[config.mk]
export PLATFORM = sky130hd
export DESIGN_NAME = apb_requester
export DESIGN_NICKNAME = d
export VERILOG_FILES = /design/src/rtl/apb_requester.sv
export SDC_FILE = /design/constraint.sdc
export NUM_CORES = 1
export LEC_CHECK = 0
export ABC_AREA = 1
export BUFFER_PORTS_ARGS = -buffer_cell sky130_fd_sc_hd__buf_2
export CAP_MARGIN = 20
export CORE_UTILIZATION = 45
export CTS_CLUSTER_SIZE = 28
export DETAILED_ROUTE_END_ITERATION = 10
export PLACE_DENSITY = 0.77
export SETUP_SLACK_MARGIN = 0.02
export SYNTH_ARGS = -nofsm -noshare
export SYNTH_HDL_FRONTEND = slang
export SYNTH_SLANG_ARGS = --single-unit
[constraint.sdc]
create_clock -name pclk -period 3.8 [get_ports pclk]
set_clock_uncertainty 0.05 [all_clocks]
set_input_delay 0.38 -clock pclk [delete_from_list [all_inputs] [get_ports pclk]]
set_output_delay 0.38 -clock pclk [all_outputs]
set_load 0.005 [all_outputs]
[src/rtl/apb_requester.sv]
// APB requester: accepts one command at a time and runs it as an APB SETUP/ACCESS transfer.
// Optional ACCESS-phase timeout is compiled in with `define APB_REQ_TIMEOUT_EN.
module apb_requester #(
  parameter  int unsigned ADDR_WIDTH = 32,
  parameter  int unsigned DATA_WIDTH = 32,
  parameter  int unsigned TIMEOUT    = 16,
  localparam int unsigned STRB_WIDTH = DATA_WIDTH / 8
) (
  input  logic                  pclk,
  input  logic                  preset,
  input  logic                  cmd_valid,
  output logic                  cmd_ready,
  input  logic [ADDR_WIDTH-1:0] cmd_addr,
  input  logic                  cmd_write,
  input  logic [DATA_WIDTH-1:0] cmd_wdata,
  input  logic [STRB_WIDTH-1:0] cmd_strb,
  input  logic [2:0]            cmd_prot,
  output logic                  rsp_valid,
  output logic [DATA_WIDTH-1:0] rsp_rdata,
  output logic                  rsp_err,
  output logic                  psel,
  output logic                  penable,
  output logic                  pwrite,
  output logic [ADDR_WIDTH-1:0] paddr,
  output logic [DATA_WIDTH-1:0] pwdata,
  output logic [STRB_WIDTH-1:0] pstrb,
  output logic [2:0]            pprot,
  input  logic [DATA_WIDTH-1:0] prdata,
  input  logic                  pready,
  input  logic                  pslverr
);

  typedef enum logic [1:0] {
    IDLE   = 2'd0,
    SETUP  = 2'd1,
    ACCESS = 2'd2
  } state_t;

  state_t state, state_nxt;
  logic   accept;
  logic   complete;
  logic   abort;
  logic   tmo_hit;

`ifdef APB_REQ_TIMEOUT_EN
  localparam int unsigned TW = (TIMEOUT > 1) ? $clog2(TIMEOUT) : 1;
  logic [TW-1:0] tmo_cnt;

  assign tmo_hit = (tmo_cnt == TW'(TIMEOUT - 1));

  always_ff @(posedge pclk or posedge preset) begin
    if (preset) begin
      tmo_cnt <= '0;
    end else if (state == SETUP) begin
      tmo_cnt <= '0;
    end else if (state == ACCESS && !pready) begin
      tmo_cnt <= tmo_cnt + 1'b1;
    end
  end
`else
  assign tmo_hit = 1'b0;
`endif

  always_ff @(posedge pclk or posedge preset) begin
    if (preset) begin
      state <= IDLE;
    end else begin
      state <= state_nxt;
    end
  end

  // cmd_ready in ACCESS follows pready combinationally so a queued command chains with no idle gap.
  always_comb begin
    state_nxt = state;
    cmd_ready = 1'b0;
    complete  = 1'b0;
    abort     = 1'b0;
    case (state)
      IDLE: begin
        cmd_ready = 1'b1;
        if (cmd_valid) state_nxt = SETUP;
      end
      SETUP: begin
        state_nxt = ACCESS;
      end
      ACCESS: begin
        if (pready) begin
          complete  = 1'b1;
          cmd_ready = 1'b1;
          state_nxt = cmd_valid ? SETUP : IDLE;
        end else if (tmo_hit) begin
          abort     = 1'b1;
          state_nxt = IDLE;
        end
      end
      default: begin
        state_nxt = IDLE;
      end
    endcase
    if (preset) cmd_ready = 1'b0;
  end

  assign accept  = cmd_valid & cmd_ready;
  assign psel    = (state != IDLE);
  assign penable = (state == ACCESS);

  // Response uses the pwrite of the finishing transfer even when a new command is latched on the same edge.
  always_ff @(posedge pclk or posedge preset) begin
    if (preset) begin
      rsp_valid <= 1'b0;
      rsp_err   <= 1'b0;
      rsp_rdata <= '0;
      paddr     <= '0;
      pwrite    <= 1'b0;
      pwdata    <= '0;
      pstrb     <= '0;
      pprot     <= '0;
    end else begin
      rsp_valid <= complete | abort;
      if (complete) begin
        rsp_err   <= pslverr;
        rsp_rdata <= pwrite ? '0 : prdata;
      end else if (abort) begin
        rsp_err   <= 1'b1;
        rsp_rdata <= '0;
      end
      if (accept) begin
        paddr  <= cmd_addr;
        pwrite <= cmd_write;
        pwdata <= cmd_wdata;
        pstrb  <= cmd_write ? cmd_strb : '0;
        pprot  <= cmd_prot;
      end
    end
  end

endmodule

# Yosys cells after proc, flatten, opt, wreduce, memory -nomap -nowiden

Index checks and enable logic that the tools add are counted.

Register bits after elaboration: 108
Bits of input ports: 109
Output and inout port bits: 109
Word-level logic and storage cells: 29

Eq/ne operators: 4
Muxes and demuxes: 12
Bitwise gates (word level): 1
Reduce and logical (&&, ||, !) cells: 3

Operator list:

| cell               | number |
|---|---|
| $mux 32            | 2 |
| $pmux 2 s3         | 1 |
| $mux 1             | 5 |
| $mux 2             | 2 |
| $mux 4             | 1 |
| $eq 2x1->1 const B | 1 |
| $eq 2x2->1 const B | 1 |
| $logic_not 2->1    | 1 |
| $ne 2x1->1 const B | 1 |
| $ne 2x2->1 const B | 1 |
| $pmux 1 s2         | 1 |
| $reduce_and 2->1   | 1 |
| $reduce_bool 2->1  | 1 |
| $and 1x1->1        | 1 |

# Logic depth before layout (Yosys ltp)

Word-level depth: 4
Depth in mapped cells: 7
Depth with buffers taken out: 6

# Least setup slack after synthesis

Ideal clock, no wire load.

Kind: input to output
Start: input pready
End: output cmd_ready
Data arrival time: 0.822 ns
Required time: 3.370 ns
Path slack: 2.548 ns
Cell stages on the path: 5
Path buffers: 1
Cells stage by stage: inv_1 nand2_1 buf_2 nand2_1 nor2_1

Longest elaborated chain between the ends: 3

RTL lines:

| what        | line | RTL |
|---|---|---|
| from (decl) | 29   | `input logic pready,` |
| $mux 1      | 87   | `if (pready) begin` |
| $pmux 1 s2  | 78   | `case (state)` |
| $mux 1      | 100  | `if (preset) cmd_ready = 1'b0;` |
| to (decl)   | 12   | `output logic cmd_ready,` |

Every way passes these cells.

# Worst setup path in the final report

Start: register state[1]
End: output cmd_ready

Longest elaborated chain between the ends: 3
Elaborated cells between the ends (all ways): 4
Those cells by class: 1 x eq/ne; 2 x mux; 1 x reduce/logical

RTL lines:

| what                                                 | line | RTL |
|---|---|---|
| from (decl)                                          | 39   | `state_t state, state_nxt;` |
| from (signal assigned)                               | 68   | `state <= state_nxt;` |
| $eq 2x2->1 / $logic_not 2->1 (equally long branches) | 78   |  |
| $pmux 1 s2 (*)                                       | 78   |  |
| $mux 1 (*)                                           | 100  |  |

Mark *: on every way between the ends. The rest lies on a longest branch, timed or not.

==> impl_metrics.toml <==
[route]
wl_met3_um = 1050
via_count = 4093
wl_per_cell_um = 14.0
viasPerCell = 5.02
drtIter0Drc = 174
route.detailed.drc = 0
wirelength_um = 11400
dr.pass1.iters = 5
top_layer_used = "met4"
drtAntennaViolNets = 0
met2_length_um = 5370
wirelength_met1_um = 4760

[final_layout]
layout_commonest_cell = "nand2_1"
layoutNonFillerInstCount = 815
layout_common_cells = "nand2_1, buf_2, dfrtp_1, nand4_1, o21ai_0"
postLayoutCellArea_um2 = 5690
area_delta_synth_final_pct = 28.7
num-nets-final = 792
drive_gt1_share_pct = 35.4
antenna_cells = 0
fill_cells = 869

[worst_hold_path]
min_to = "rsp_err$_DFFE_PP0P_"
min_path_type = "in -> reg"
hp-start = "pslverr"
hold_depth = 3

[sta]
finalCritPeriodShare_pct = 59.4
min_period_ps = 2260
fmax_ghz = 0.443
hold_viol = 0
worst_slew_margin_rel_pct = 37.1
setup_viol = 0
slew_violations = 0
rsz0062_at_grt = "no"
setup_tns_ps = 0
tightestPinTransition_ps = 942

[pwr]
sequentialPowerShare_pct = 51.6
power_switching_w = 0.00107
power_frac_clock_pct = 19.1
power_density_nw_per_um2 = 566
vdd_drop_max_v = 0.000259
p_leak_nw = 3.30
pwr-share-comb_pct = 29.3
p_sw_share_pct = 33.4
p_int_w = 0.00214

[run]
maxCapViolations = 0

[floorplan]
die_y_um = 101
die_area_um2 = 10200
die_x_um = 101
ios = 218
row_count = 35
core_area_um2 = 9370
initial_utilization_pct = 47.2

[worst_setup_path]
critPathKind = "reg -> out"
crit_buf_inv = 2
critPathLaunchType = "flip-flop"
slowest_stage = "buf_4"
r2r_start = "state[0]$_DFFE_PP0P_"
r2r_cells = 5
critPathRequiredTime_ps = 3370
slowest_delay_ps = 550
r2r_end = "pstrb[3]$_DFFE_PP0P_"
cp_max_fo = 73
critical_path.top_delay_family = "buffers and inverters"
arrival_ps = 1830
reg2reg_setup_slack_ps = 2030
end_kind = "output pin"
worstPathCellList = "nand2_2, buf_4, nand2_1, nor2_1, buf_2"

[clocking]
cts_root_buffer = "clkbuf_8"
numCtsBuffers = 9
ctsHtreeMaxLevel = 3
cts-hold-fix-buffers = 0
clock_sinks = 108
post_cts_resized = 0
clk_latency_ps = 350
ctsLongestPathBuffers = 2
clkTransAtPathRegs_ps = 90
cts_tree = "done"
post_cts_buffers = 0

[synth]
synth-simple-area-share_pct = 29.6
synth.net_count = 597
syn_inst = 488
syn_area_per_cell_um2 = 9.06
synth_cell_type_count = 16
synth_seq_cells = 108
synth_compound_area_share_pct = 3.79
netlist_area_um2 = 4420
synth_xor_area_share_pct = 0
synth.mux.area_fraction_pct = 0
ys_seq_area_share_pct = 61.2
synth_top_area_share_pct = 61.2
synthAdderAreaFrac_pct = 0
synth_top_cell_by_area = "dfrtp_1"
synth_top_family_by_area = "simple AND/OR/NAND/NOR gates"
ys_warn_count = 0
synthTopCellsByArea = "dfrtp_1, nand2_1, nand4_1, o21ai_0, buf_2"

[place]
placed_area_um2 = 5520
placedCellCount = 801
dp_hpwl_um = 7840
place.gp.congestion = 0.784
io_buffer_count = 217

[grt]
grt_pass1_vias = 3900
grt_pass1_wl_um = 18200
grt.overflow.total = 0
antenna_found_initial = 0
grt_use_total_pct = 22.7
grt_max_degree = 74

[status]
outcome = "finished clean"
how the worst max path moves through the flow:
stage	startpoint	to	slack [ps]	cells after the start
floorplan	preset	paddr[0]$_DFFE_PP0P_	520	1
global placement	pready	cmd_ready	1790	7
detailed placement	pready	cmd_ready	1770	7
CTS	state[1]$_DFFE_PP0P_	cmd_ready	1500	5
global route	state[1]$_DFFE_PP0P_	cmd_ready	1360	5
finish	state[1]$_DFFE_PP0P_	cmd_ready	1540	5
power groups by stage:
stage               logic [W]  clock network (W)  registers [W]
floorplan            0.000417                  0        0.00171
global placement     0.000931                  0        0.00167
detailed placement   0.000960                  0        0.00168
CTS                  0.000959           0.000642        0.00166
global route          0.00109           0.000681        0.00171
finish               0.000943           0.000616        0.00166
worst min-delay path, cell delays in order:
cell,delay [ps]
buf_2,70
nand2_1,40
nand2_1,40
per-stage QoR:
step / utilization (%) / hold WS [ps] / setup slack (ps) / total power, W
global placement: 58.9 / 400 / 1790 / 0.00260
finish: 60.7 / 170 / 1540 / 0.00322
floorplan: - / 415 / 524 / 0.00213
CTS: 60.7 / 148 / 1500 / 0.00326
detailed placement: 58.9 / 403 / 1770 / 0.00264
global route: 60.7 / 171 / 1360 / 0.00347
layout make-up:
class | instances | area (µm²) | area share, %
Clock inverter | 5 | 37.5 | 0.660
Sequential cell | 108 | 2700 | 47.5
Tap cell | 129 | 161 | 2.84
Clock buffer | 9 | 124 | 2.18
Inverter | 11 | 43.8 | 0.770
Multi-Input combinational cell | 329 | 1480 | 26.0
Timing Repair Buffer | 224 | 1140 | 20.0
logic make-up (layout without fill, tap and decap cells):
kind of cell,count (synthesis),count (layout)
compound gates,33,33
buf+inv,51,249
flops,108,108
simple gates,296,296
per-layer routing:
layer / vias up / track usage [%]
li1: 1994 / -
met1: 1874 / 27.4
met2: 204 / 38.5
met3: 21 / 6.52
met4: 0 / 8.92
met5: - / 0
state kept, by name (all words and copies together) (netlist names):
signal     cells
rsp_err        1
state          2
rsp_valid      1
paddr         32
pprot          3
pwdata        32
rsp_rdata     32
pstrb          4
pwrite         1
Yosys cell counts (all sizes together):
| cell type | number |
|---|---|
| nand3 | 1 |
| o21a | 1 |
| o21ai | 32 |
| nand4 | 72 |
| buf | 31 |
| dfrtp | 108 |
| clkbuf | 9 |
| nor2 | 4 |
| nand2 | 219 |
| inv | 11 |
No activity file was read; power rests on OpenSTA's default activity.
